`src/rtl/bin_to_bcd_seq.sv`:
```
// ============================================================================
// Module   : bin_to_bcd_seq
// Brief    : Sequential double-dabble binary-to-BCD converter, one bit per clk.
// Revision : 1.0 - initial release
// ============================================================================
`default_nettype none

module bin_to_bcd_seq #(
    parameter int BIN_W = 8,
    parameter int NDIG  = 3
) (
    input  logic                clk,
    input  logic                rst,
    input  logic                start,
    input  logic [BIN_W-1:0]    bin_in,
    output logic                busy,
    output logic                done,
    output logic [4*NDIG-1:0]   bcd_out
);

    localparam int CNT_W = $clog2(BIN_W + 1);
    localparam int BCD_W = 4 * NDIG;

    typedef enum logic [0:0] {
        S_IDLE = 1'b0,
        S_CONV = 1'b1
    } state_t;

    state_t             state_q, state_d;
    logic [CNT_W-1:0]   cnt_q,   cnt_d;
    logic [BIN_W-1:0]   bin_q,   bin_d;
    logic [BCD_W-1:0]   bcd_q,   bcd_d;
    logic [BCD_W-1:0]   out_q,   out_d;
    logic               done_q,  done_d;

    logic [BCD_W-1:0]       bcd_adj;
    logic [BCD_W+BIN_W-1:0] shifted;

    // Add-3 correction so every nibble stays a valid decimal digit after the shift.
    for (genvar g = 0; g < NDIG; g++) begin : g_adj
        assign bcd_adj[4*g +: 4] = (bcd_q[4*g +: 4] >= 4'd5) ?
                                   (bcd_q[4*g +: 4] + 4'd3) : bcd_q[4*g +: 4];
    end

    assign shifted = {bcd_adj, bin_q} << 1;

    always_comb begin
        state_d = state_q;
        cnt_d   = cnt_q;
        bin_d   = bin_q;
        bcd_d   = bcd_q;
        out_d   = out_q;
        done_d  = 1'b0;
        case (state_q)
            S_IDLE: begin
                if (start) begin
                    bin_d   = bin_in;
                    bcd_d   = '0;
                    cnt_d   = CNT_W'(BIN_W);
                    state_d = S_CONV;
                end
            end
            S_CONV: begin
                bcd_d = shifted[BCD_W+BIN_W-1 : BIN_W];
                bin_d = shifted[BIN_W-1:0];
                cnt_d = cnt_q - CNT_W'(1);
                // Last bit: publish the finished value, never the partial ones.
                if (cnt_q == CNT_W'(1)) begin
                    out_d   = shifted[BCD_W+BIN_W-1 : BIN_W];
                    done_d  = 1'b1;
                    state_d = S_IDLE;
                end
            end
            default: state_d = S_IDLE;
        endcase
    end

    always_ff @(posedge clk) begin
        if (rst) begin
            state_q <= S_IDLE;
            cnt_q   <= '0;
            bin_q   <= '0;
            bcd_q   <= '0;
            out_q   <= '0;
            done_q  <= 1'b0;
        end else begin
            state_q <= state_d;
            cnt_q   <= cnt_d;
            bin_q   <= bin_d;
            bcd_q   <= bcd_d;
            out_q   <= out_d;
            done_q  <= done_d;
        end
    end

    assign busy    = (state_q == S_CONV);
    assign done    = done_q;
    assign bcd_out = out_q;

endmodule

`default_nettype wire

```
`config.mk`:
```
export PLATFORM = sky130hd
export DESIGN_NAME = bin_to_bcd_seq
export DESIGN_NICKNAME = d
export VERILOG_FILES = /design/src/rtl/bin_to_bcd_seq.sv
export SDC_FILE = /design/constraint.sdc
export NUM_CORES = 1
export LEC_CHECK = 0
export CAP_MARGIN = 20
export CORE_MARGIN = 4
export CORE_UTILIZATION = 48
export CTS_CLUSTER_DIAMETER = 200
export DETAILED_ROUTE_END_ITERATION = 10
export PLACE_DENSITY = 0.75
export SLEW_MARGIN = 25
export SYNTH_ARGS = -nofsm -noshare
export SYNTH_HDL_FRONTEND = slang
export SYNTH_SLANG_ARGS = --single-unit
```
`constraint.sdc`:
```
create_clock -name clk -period 1.6 [get_ports clk]
set_clock_uncertainty 0.1 [all_clocks]
set_input_delay 0.32 -clock clk [delete_from_list [all_inputs] [get_ports clk]]
set_output_delay 0.32 -clock clk [all_outputs]
set_load 0.02 [all_outputs]
```
* After elaboration in Yosys (flattened, before gate mapping)
Cells that the tools add are included.
** Word-level totals
- Bits in registers :: 38
- Input bits :: 11
- Output and inout bits :: 14
- Logic and storage cells :: 31
** Operators by class
- Add/sub/neg operators :: 4
- Magnitude comparators :: 3
- Equal/unequal tests :: 2
- Mux-type cells :: 13
- Bitwise operators :: 1
- Reduce and logical (&&, ||, !) cells :: 2
** Operator list (number)
- $pmux 12 s2 :: 1
- $pmux 8 s2 :: 1
- $ge 4x3->1 const B :: 3
- $mux 12 :: 1
- $mux 4 :: 3
- $add 4x2->4 const B :: 2
- $mux 8 :: 1
- $pmux 4 s2 :: 1
- $eq 4x1->1 const B :: 1
- $sub 4x1->4 const B :: 1
- $add 3x2->3 const B :: 1
- $mux 1 :: 3
- $mux 3 :: 1
- $ne 2x2->1 const B :: 1
- $pmux 1 s2 :: 1
- $reduce_and 2->1 :: 1
- $reduce_or 2->1 :: 1
- $not 1->1 :: 1

* Longest topological paths before layout
Gate-level depths: netlist of run 1.
- Word-level depth :: 3
- Depth in mapped cells :: 8
- Mapped depth without buffers :: 7

* Worst setup path before layout of run 1
No wires, ideal clock.
- Path kind :: reg2reg
- Start :: reg bcd_q[8]
- End :: reg bcd_q[10]
- Setup time :: 74 ps
- Data arrival time :: 1315 ps
- Required time :: 1426 ps
- Setup slack :: 111 ps
- Stages on the path, launching flop included :: 7
- Buffers on the path :: 0
- Clock period less this slack :: 1489 ps
- Path through :: dfxtp_1 > inv_1 > ha_1 > nand2b_1 > a21oi_2 > mux2_2 > o21ai_0
** Between the ends
- Word-level cells in the longest chain between the ends :: 3
- Elaborated cells between the ends (all ways) :: 4
- Those cells by class :: 1 x add/sub; 1 x order compare; 2 x mux
** RTL lines
- start: declaration :: RTL line 32 : logic [BCD_W-1:0] bcd_q, bcd_d;
- start signal: assignment :: RTL line 83 : bcd_q <= '0;
- start signal: assignment :: RTL line 90 : bcd_q <= bcd_d;
- $ge 4x3->1 or $add 3x2->3 (tied branches) :: RTL line 41, 42
- $mux 3 * :: RTL line 41 : assign bcd_adj[4*g +: 4] = (bcd_q[4*g +: 4] >= 4'd5) ?
- $pmux 12 s2 * :: RTL line 54 : case (state_q)
Mark *: on every way between the ends. The rest lies on a longest branch, timed or not.
A chain may end at the register's enable or synchronous reset.

* Final worst setup path of run 1
- Start :: reg bcd_q[9]
- End :: reg bcd_q[10]
The elaborated chain is that of the path after synthesis.

==> results by stage, run 1 <==
Global routing:
- The global routing usage summed across all routing layers is 18.9%.
- The number of antenna violations at the first check in global routing is 0.
- Entering global routing, the biggest net connects 22 pins.
- The via count of the first global-routing pass is 1466.
- The first global-routing pass estimated 6490 um of wire.
- The global route total overflow is 0.

STA:
- The total count of hold-check failures in the final report is 0.
- Setup total negative slack on the finished layout was measured at 0 ps.
- After layout, the minimum clock period comes to 1530 ps.
- Timing would allow up to 0.654 GHz.
- The portion of the clock cycle consumed by the worst path in the final layout is 95.6%.
- The worst max-slew margin expressed relative to the limit is 79.3%.
- At the pin with the least slew margin, the transition time is 310 ps.
- The final count of pins violating max slew is 0.
- The final count of negative-setup-slack endpoints is 0.

Layout:
- The top cell types in the final layout, fill and taps aside, are sky130_fd_sc_hd__dfxtp_1, sky130_fd_sc_hd__nor2_1, sky130_fd_sc_hd__a21oi_1.
- The number of nets at the end of the flow is 239.
- The leading cell type in the layout, fill and taps excluded is sky130_fd_sc_hd__dfxtp_1.
- The post-route core utilization is 66.0%.
- The proportion of layout cells with a drive suffix above 1 is 23.1%.
- The number of antenna diodes in the final layout is 0.
- From synthesis to final layout, the design area changed by 30.8%.
- The final cell count without fillers is 267.
- The final instance area is 2220 um^2.

Worst setup path:
- For the worst setup path, the data required time is 1790 ps.
- The critical path's slowest cell is sky130_fd_sc_hd__dfxtp_2.
- The data arrival at the endpoint of the critical path is 1720 ps.
- The worst setup path is launched from a flop.
- The worst-case reg-to-reg path depth is 6.
- The worst-path maximum fanout is 3.
- The critical path goes through inv_2 -> ha_1 -> nand2b_1 -> a21oi_2 -> mux2_4 -> o21ai_2.
- The worst setup path is captured at a flop.
- The setup path with the least slack is of type flop to flop.
- The critical path starts at bcd_q[9].
- In this design, the stage delay of the slowest critical-path cell is 350 ps.
- The origin of the critical flop-to-flop path is bcd_q[9].

Min path:
- The worst hold path begins at bcd_out[8].
- The min-delay analysis places its worst path in the category flop to flop.
- The number of stages on the worst hold path is 1.

Yosys:
- The synthesized netlist cell count is 180.
- Each instance of the synthesized netlist takes up on average 9.43 um^2.
- For this run, the number of Yosys warnings is 0.
- Counting every net in the synthesized netlist gives 199.
- The post-synthesis async set-or-reset flop share is 0%.
- Counting flops with a built-in enable in the synthesized netlist gives 0.
- In this run, synthesis produced a sequential element count of 38.
- Of the synthesized area, sequential elements account for 44.8%.
- For this run, the leading register cell type out of synthesis is sky130_fd_sc_hd__dfxtp_1.
- The distinct cell type count of the synthesized netlist is 30.
- Summing every instance area after synthesis gives 1700 um^2.

CTS:
- The CTS clock-pin slew for the worst setup and hold paths is 110 ps.
- The clock latency reported for the late side of the worst-skew pair is 350 ps.
- CTS placed an instance of sky130_fd_sc_hd__clkbuf_4 at the clock tree root.
- Clock tree synthesis found a total of 38 sinks.
- The number of levels the H-tree was split into is 2.
- The longest clock path from root to sink contains 2 buffers.
- The number of clock buffers inserted by TritonCTS is 5.
- The TritonCTS clock tree is done.

Floorplanning:
- The die is 67.5 um tall.
- The die extent in x is 67.5 um.
- Pin placement for this block handled 25 I/O pins.
- The die area is 4550 um^2.
- The count of standard-cell rows is 21.
- The floorplan step defined a core boundary enclosing 3360 um^2.
- The initial utilization of the core area, before any placement, comes to 50.5%.

Detailed routing:
- Once detail routing completed, the nets flagged for antenna violations numbered 0.
- For this run, design rule violations remaining after detail routing come to 0.
- The number of iterations in the first detailed-routing pass is 4.
- After detailed routing, the average wire length per cell comes to 14.1 um.
- The first routing iteration left 75 violations.
- After detailed routing, the number of vias per cell comes to 5.36.
- For this block, the routed nets add up to 3760 um of wire.
- For this block, the via count after detailed routing is 1430.

Place:
- The post-DP HPWL is 2760 um.
- During placement, the flow inserted port buffers numbering 24.
- The placed instances occupy a cell area of 2060 um^2.
- The placed cell count is 258.
- The last weighted congestion value of the routability-driven placer is 0.817.

Pwr:
- The internal portion of the total power is 1560 uW.
- Across the VDD grid, the largest voltage drop is 0.554 mV.
- For this design the static power due to leakage is 0.000946 uW.
- The combinational cell fraction of total power is 10.1%.
- The share of power burned in the clock network is 40.8%.
- The total power density per cell area is 910 nW/um^2.
- The part of the power in registers is 49.0%.
- In this run switching power makes up 23.0% of total power.
- For this design the total switching power over the nets is 465 uW.
- The design draws 2020 uW.

Job:
- The number of max-cap violations is 0.

Outcome:
- The run finished with clean final reports.
==> sequential cells by signal, summed over array words and instances (netlist names) <==
signal   cells
bcd_out     12
bcd_q       12
bin_q        8
busy         1
cnt_q        4
done         1
==> final cells by class <==
cell class,count,area [um^2]
Fill cell,319,1140
Multi-Input combinational cell,123,886
Sequential cell,38,768
Timing Repair Buffer,42,365
Clock inverter,3,68.8
Tap cell,46,57.6
Clock buffer,5,37.5
Inverter,10,37.5
==> cell families after synthesis <==
family                   count (synthesis)  synth area share [%]
AO/OA/AOI/OAI                           49                  19.5
XOR/XNOR                                 3                  1.55
adder cells (fa/ha/maj)                  8                  5.90
buffers and inverters                   19                  6.04
flip-flops                              38                  44.8
multiplexers                            12                  7.15
AND/OR/NAND/NOR                         51                  15.0
==> Yosys cell counts (all sizes together), types with 6 or more instances <==
master,instances,share of area (%)
dfxtp,38,45
nor2,23,5.2
a21oi,18,5.5
mux2i,11,6.5
inv,10,2.2
o21ai,10,2.9
buf,9,3.8
ha,8,5.9
nor3,8,2.7
nand3,7,2.1
o2bb2ai,7,3.6
nand2b,6,2.2
==> stage by stage <==
stage / hold slack, ps / worst slack, ps
floorplan: 344 / 111
global placement: 346 / -195
detailed placement: 349 / -256
CTS: 375 / 4.10
global route: 394 / -5.67
finish: 371 / 71.1
==> critical path: cells and delay by family (launching register included) <==
family	cells	cell delay (ps)
DFF	1	350
and+or+nand+nor	1	150
AOI/OAI and AO/OA	2	330
adders and majority gates	1	160
muxes	1	330
buffers and inverters	1	50
==> timing repair <==
item	in CTS	in global routing
pin swaps	1	3
hold buffers	0	0
cloned	0	0
setup buffers	0	1
setup endpoints to repair	27	15
resized for setup	16	23
==> metal layers <==
layer / vias to the layer above / GRT usage, % / routed length, um
met3: 5 / 6.99 / 142
met4: 0 / 6.08 / 45
met2: 22 / 32.7 / 1910
met5: - / 0 / 0
met1: 685 / 21.5 / 1670
li1: 718 / - / -
==> power by group through the flow <==
stage               registers (uW)  logic, uW  clock network [uW]
floorplan                     1010        123                   0
global placement              1010        188                   0
detailed placement            1010        198                   0
CTS                            988        198                 833
global route                   995        226                 879
finish                         991        205                 825
==> path summary, 6_finish.rpt <==
kind | end | slack [ps]
setup reg to reg | bcd_q[10] | 70
setup / recovery | bcd_q[10] | 70
hold / removal | bcd_out[8] | 370
hold reg to reg | bcd_out[8] | 370
Note: power is estimated with default switching activity, not from simulation.
==> run 2, diff against run 1 <==
--- a/config.mk
+++ b/config.mk
@@ -10,7 +10,7 @@
 export CORE_UTILIZATION = 48
 export CTS_CLUSTER_DIAMETER = 200
 export DETAILED_ROUTE_END_ITERATION = 10
-export PLACE_DENSITY = 0.75
+export PLACE_DENSITY_LB_ADDON = 0.12
 export SLEW_MARGIN = 25
 export SYNTH_ARGS = -nofsm -noshare
 export SYNTH_HDL_FRONTEND = slang
==> run 2 against run 1 <==
Effect of this change: clock-buffer cell count grew 2; register-to-register slack is essentially flat; cell count grew 0.37%; global-route usage shrank 1.3 points; first-iteration DRC count shrank 21%; sequential share of layout area grew 0.84 points; die area is the same; clock power shrank 37%; worst setup slack lost 13 ps; worst hold slack lost 3.9 ps; critical path depth shrank 5; total power shrank 15%; critical path type is now flop to output port; critical endpoint is now busy; largest cell class unchanged; largest power group unchanged; highest routed layer unchanged.
==> results by stage, run 2 (synthesis results as in run 1) <==
Global routing:
- The global route total overflow is 0.
- The highest-utilization routing layer at the global route stage is met2.
- The global-route wire length before repair is 6050 um.
- Global routing used 17.6% of the available tracks.
- The met3 demand-to-capacity share in global routing is 5.82%.
- The pin count of the biggest net entering global routing is 23.
- Global routing consumed, on the met2 layer, 31.2% of the routing resources.
- The number of antenna violations at the first check in global routing is 0.
- Global routing used 18.8% of the available met1 tracks.
- The via count of the first global-routing pass was 1407.

Worst setup path:
- The endpoint identified for the worst register-to-register timing path is bcd_q[6].
- Traced cell by cell, the critical path runs through dlygate4sd2_1.
- The cell count along the critical path is 1.
- The stage delay of the slowest cell on the critical path is 420 ps.
- Following the worst setup path forward leads to its endpoint at busy.
- The flop-to-flop setup slack is 70 ps.
- In this design, the largest share of critical-path delay is due to flip-flops.
- The number of buffers and inverters on the critical path is 1.
- In this run the critical register-to-register path is launched from bcd_q[5].
- For the worst setup path, the data required time is 1180 ps.
- The worst-case reg-to-reg path depth is 6.
- The data arrival at the endpoint of the critical path is 1120 ps.
- The critical setup path kind is flop to output port.
- The worst setup path is captured at an output port.
- The critical path's slowest cell is sky130_fd_sc_hd__dfxtp_1.
- The critical path startpoint category is a flop.
- In this run the worst setup path begins at busy.
- The worst-path maximum fanout is 5.

STA:
- Hold timing on the final database bottoms out at a slack of 367 ps.
- After layout, the worst setup slack is 58.0 ps.
- For the final routed database, the setup TNS stands at 0 ps.
- The final count of negative-setup-slack endpoints is 0.
- For this run, the top clock speed supported by timing is 0.649 GHz.
- The portion of the clock cycle consumed by the worst path in the final layout is 96.4%.
- Setup repair after global routing could not meet its margin everywhere.
- For the finished layout, the period the worst path requires is 1540 ps.
- The worst max-slew margin expressed relative to the limit is 73.8%.
- The final count of pins violating max slew is 0.
- For the pin with the worst max-slew slack, the measured transition is 392 ps.
- The total count of hold-check failures in the final report came to 0.

CTS:
- The root buffer cell chosen for the clock tree is sky130_fd_sc_hd__clkbuf_4.
- Clock tree synthesis found a total of 38 sinks.
- Counting the buffers created by CTS gives 5.
- The number of buffers between clock root and the deepest sink is 2.
- The number of levels the H-tree was split into is 2.
- After clock tree synthesis, the clock-pin slew on the worst setup and hold paths is 110 ps.
- TritonCTS built the clock tree.
- The later pin in the worst-skew pair is clocked with a latency of 340 ps.

Layout:
- Counting the fill cells in the layout gives 306.
- The library cells used most frequently in the layout, excluding fill and tap cells, are sky130_fd_sc_hd__dfxtp_1, sky130_fd_sc_hd__nor2_1, sky130_fd_sc_hd__a21oi_1, sky130_fd_sc_hd__buf_4, sky130_fd_sc_hd__dlygate4sd2_1.
- The final layout contains 240 nets.
- The library cell used most frequently in the layout, excluding fill and tap cells, is sky130_fd_sc_hd__dfxtp_1.
- The post-route netlist has 18.9% of its cells at a drive strength greater than 1.
- The repair_antennas step left the layout with diodes totalling 0.
- The layout overhead on the synthesized area is 27.5%.

Detailed routing:
- The routed wire length is 3520 um.
- In the final routed layout, each cell accounts on average for 13.1 um.
- For this run, design rule violations remaining after detail routing come to 0.
- The violation count after the first detailed-route iteration is 59.
- In this run the remaining antenna-violating nets after routing total 0.
- The number of iterations in the first detailed-routing pass is 4.
- The total via count after detailed routing is 1429.
- Dividing the detail-routed via count by the number of cells gives 5.33.

Pwr:
- In this run the power density over the cells is 790 nW/um^2.
- For this design the static power due to leakage is 0.000924 uW.
- IR analysis of the VDD net gives a maximum drop of 0.614 mV.

Outcome:
- The flow ran to the end, and the final reports show no timing, DRC or antenna violations.

Floorplanning:
- The count of standard-cell rows is 21.
- The area inside the core boundary is 3360 um^2.
- The die area is 4550 um^2.
- The die extent in x is 67.5 um.
- The y dimension of the die is 67.5 um.
- Pin placement for this block handled 25 I/O pins.
- For this configuration, the core starts out at a cell density of 50.5%.

Min path:
- The path class of the tightest hold or removal check is flop to flop.

Job:
- Max-cap violations in this run came to 0.

Place:
- The congestion estimate from routability-driven global placement came to 0.803.
- At the placement stage, the worst setup path has a slack of -174 ps.
- The count of input and output buffers is 24.
- The post-DP HPWL is 2640 um.
[run 2: per-layer routing]
| layer | vias up | wire (um) |
|---|---|---|
| met2 | 33 | 1730 |
| met1 | 670 | 1540 |
| met5 | - | 0 |
| met4 | 0 | 51 |
| li1 | 720 | - |
| met3 | 6 | 208 |
[run 2: per-stage QoR]
step	utilization [%]	area [um^2]	power, uW	std cells
global route	64.4	2160	1800	268
global placement	62.2	2090	1210	259
finish	64.4	2160	1710	268
CTS	63.5	2140	1730	267
detailed placement	62.2	2090	1220	259
floorplan	-	1700	1130	180
[run 2: layout make-up]
| class | instances | area, um^2 | area share (%) |
|---|---|---|---|
| repair buffers | 43 | 390 | 18.0 |
| clock inverters | 1 | 5.00 | 0.231 |
| multi-input cells | 123 | 852 | 39.4 |
| clock buffers | 7 | 55.1 | 2.54 |
| well taps | 46 | 57.6 | 2.66 |
| inverters | 10 | 37.5 | 1.73 |
| flip-flops and latches | 38 | 767 | 35.4 |
[run 2: timing repair]
item / 4_1_cts / 5_1_grt
gates resized for setup: 15 / 10
setup buffers: 0 / 1
endpoints found under the setup margin: 25 / 10
hold buffers: 0 / 0
pin swaps: 0 / 2
[run 2: report_power, final]
| group | internal [uW] | total [uW] | switching (uW) |
|---|---|---|---|
| combinational | 102 | 207 | 104 |
| sequential | 970 | 987 | 16.8 |
| clock | 213 | 516 | 303 |
[run 2: worst min-delay path by stage]
stage / slack [ps] / cells after the start / to / start
3_3_place_gp: 340 / 1 / bcd_out[8] / bcd_out[8]
5_1_grt: 380 / 1 / bcd_out[9] / bcd_out[9]
6_report: 370 / 1 / bcd_out[9] / bcd_out[9]
3_5_place_dp: 350 / 1 / bcd_out[9] / bcd_out[9]
2_1_floorplan: 340 / 2 / bcd_q[9] / bcd_q[9]
4_1_cts: 370 / 1 / bcd_out[9] / bcd_out[9]
[run 2: worst register-to-register path, stage by stage, from the launching register on]
cell	delay (ps)
sky130_fd_sc_hd__dfxtp_2	350
sky130_fd_sc_hd__inv_1	70
sky130_fd_sc_hd__ha_1	170
sky130_fd_sc_hd__nand2b_1	140
sky130_fd_sc_hd__a21o_1	220
sky130_fd_sc_hd__mux2i_2	170
sky130_fd_sc_hd__a32o_1	220
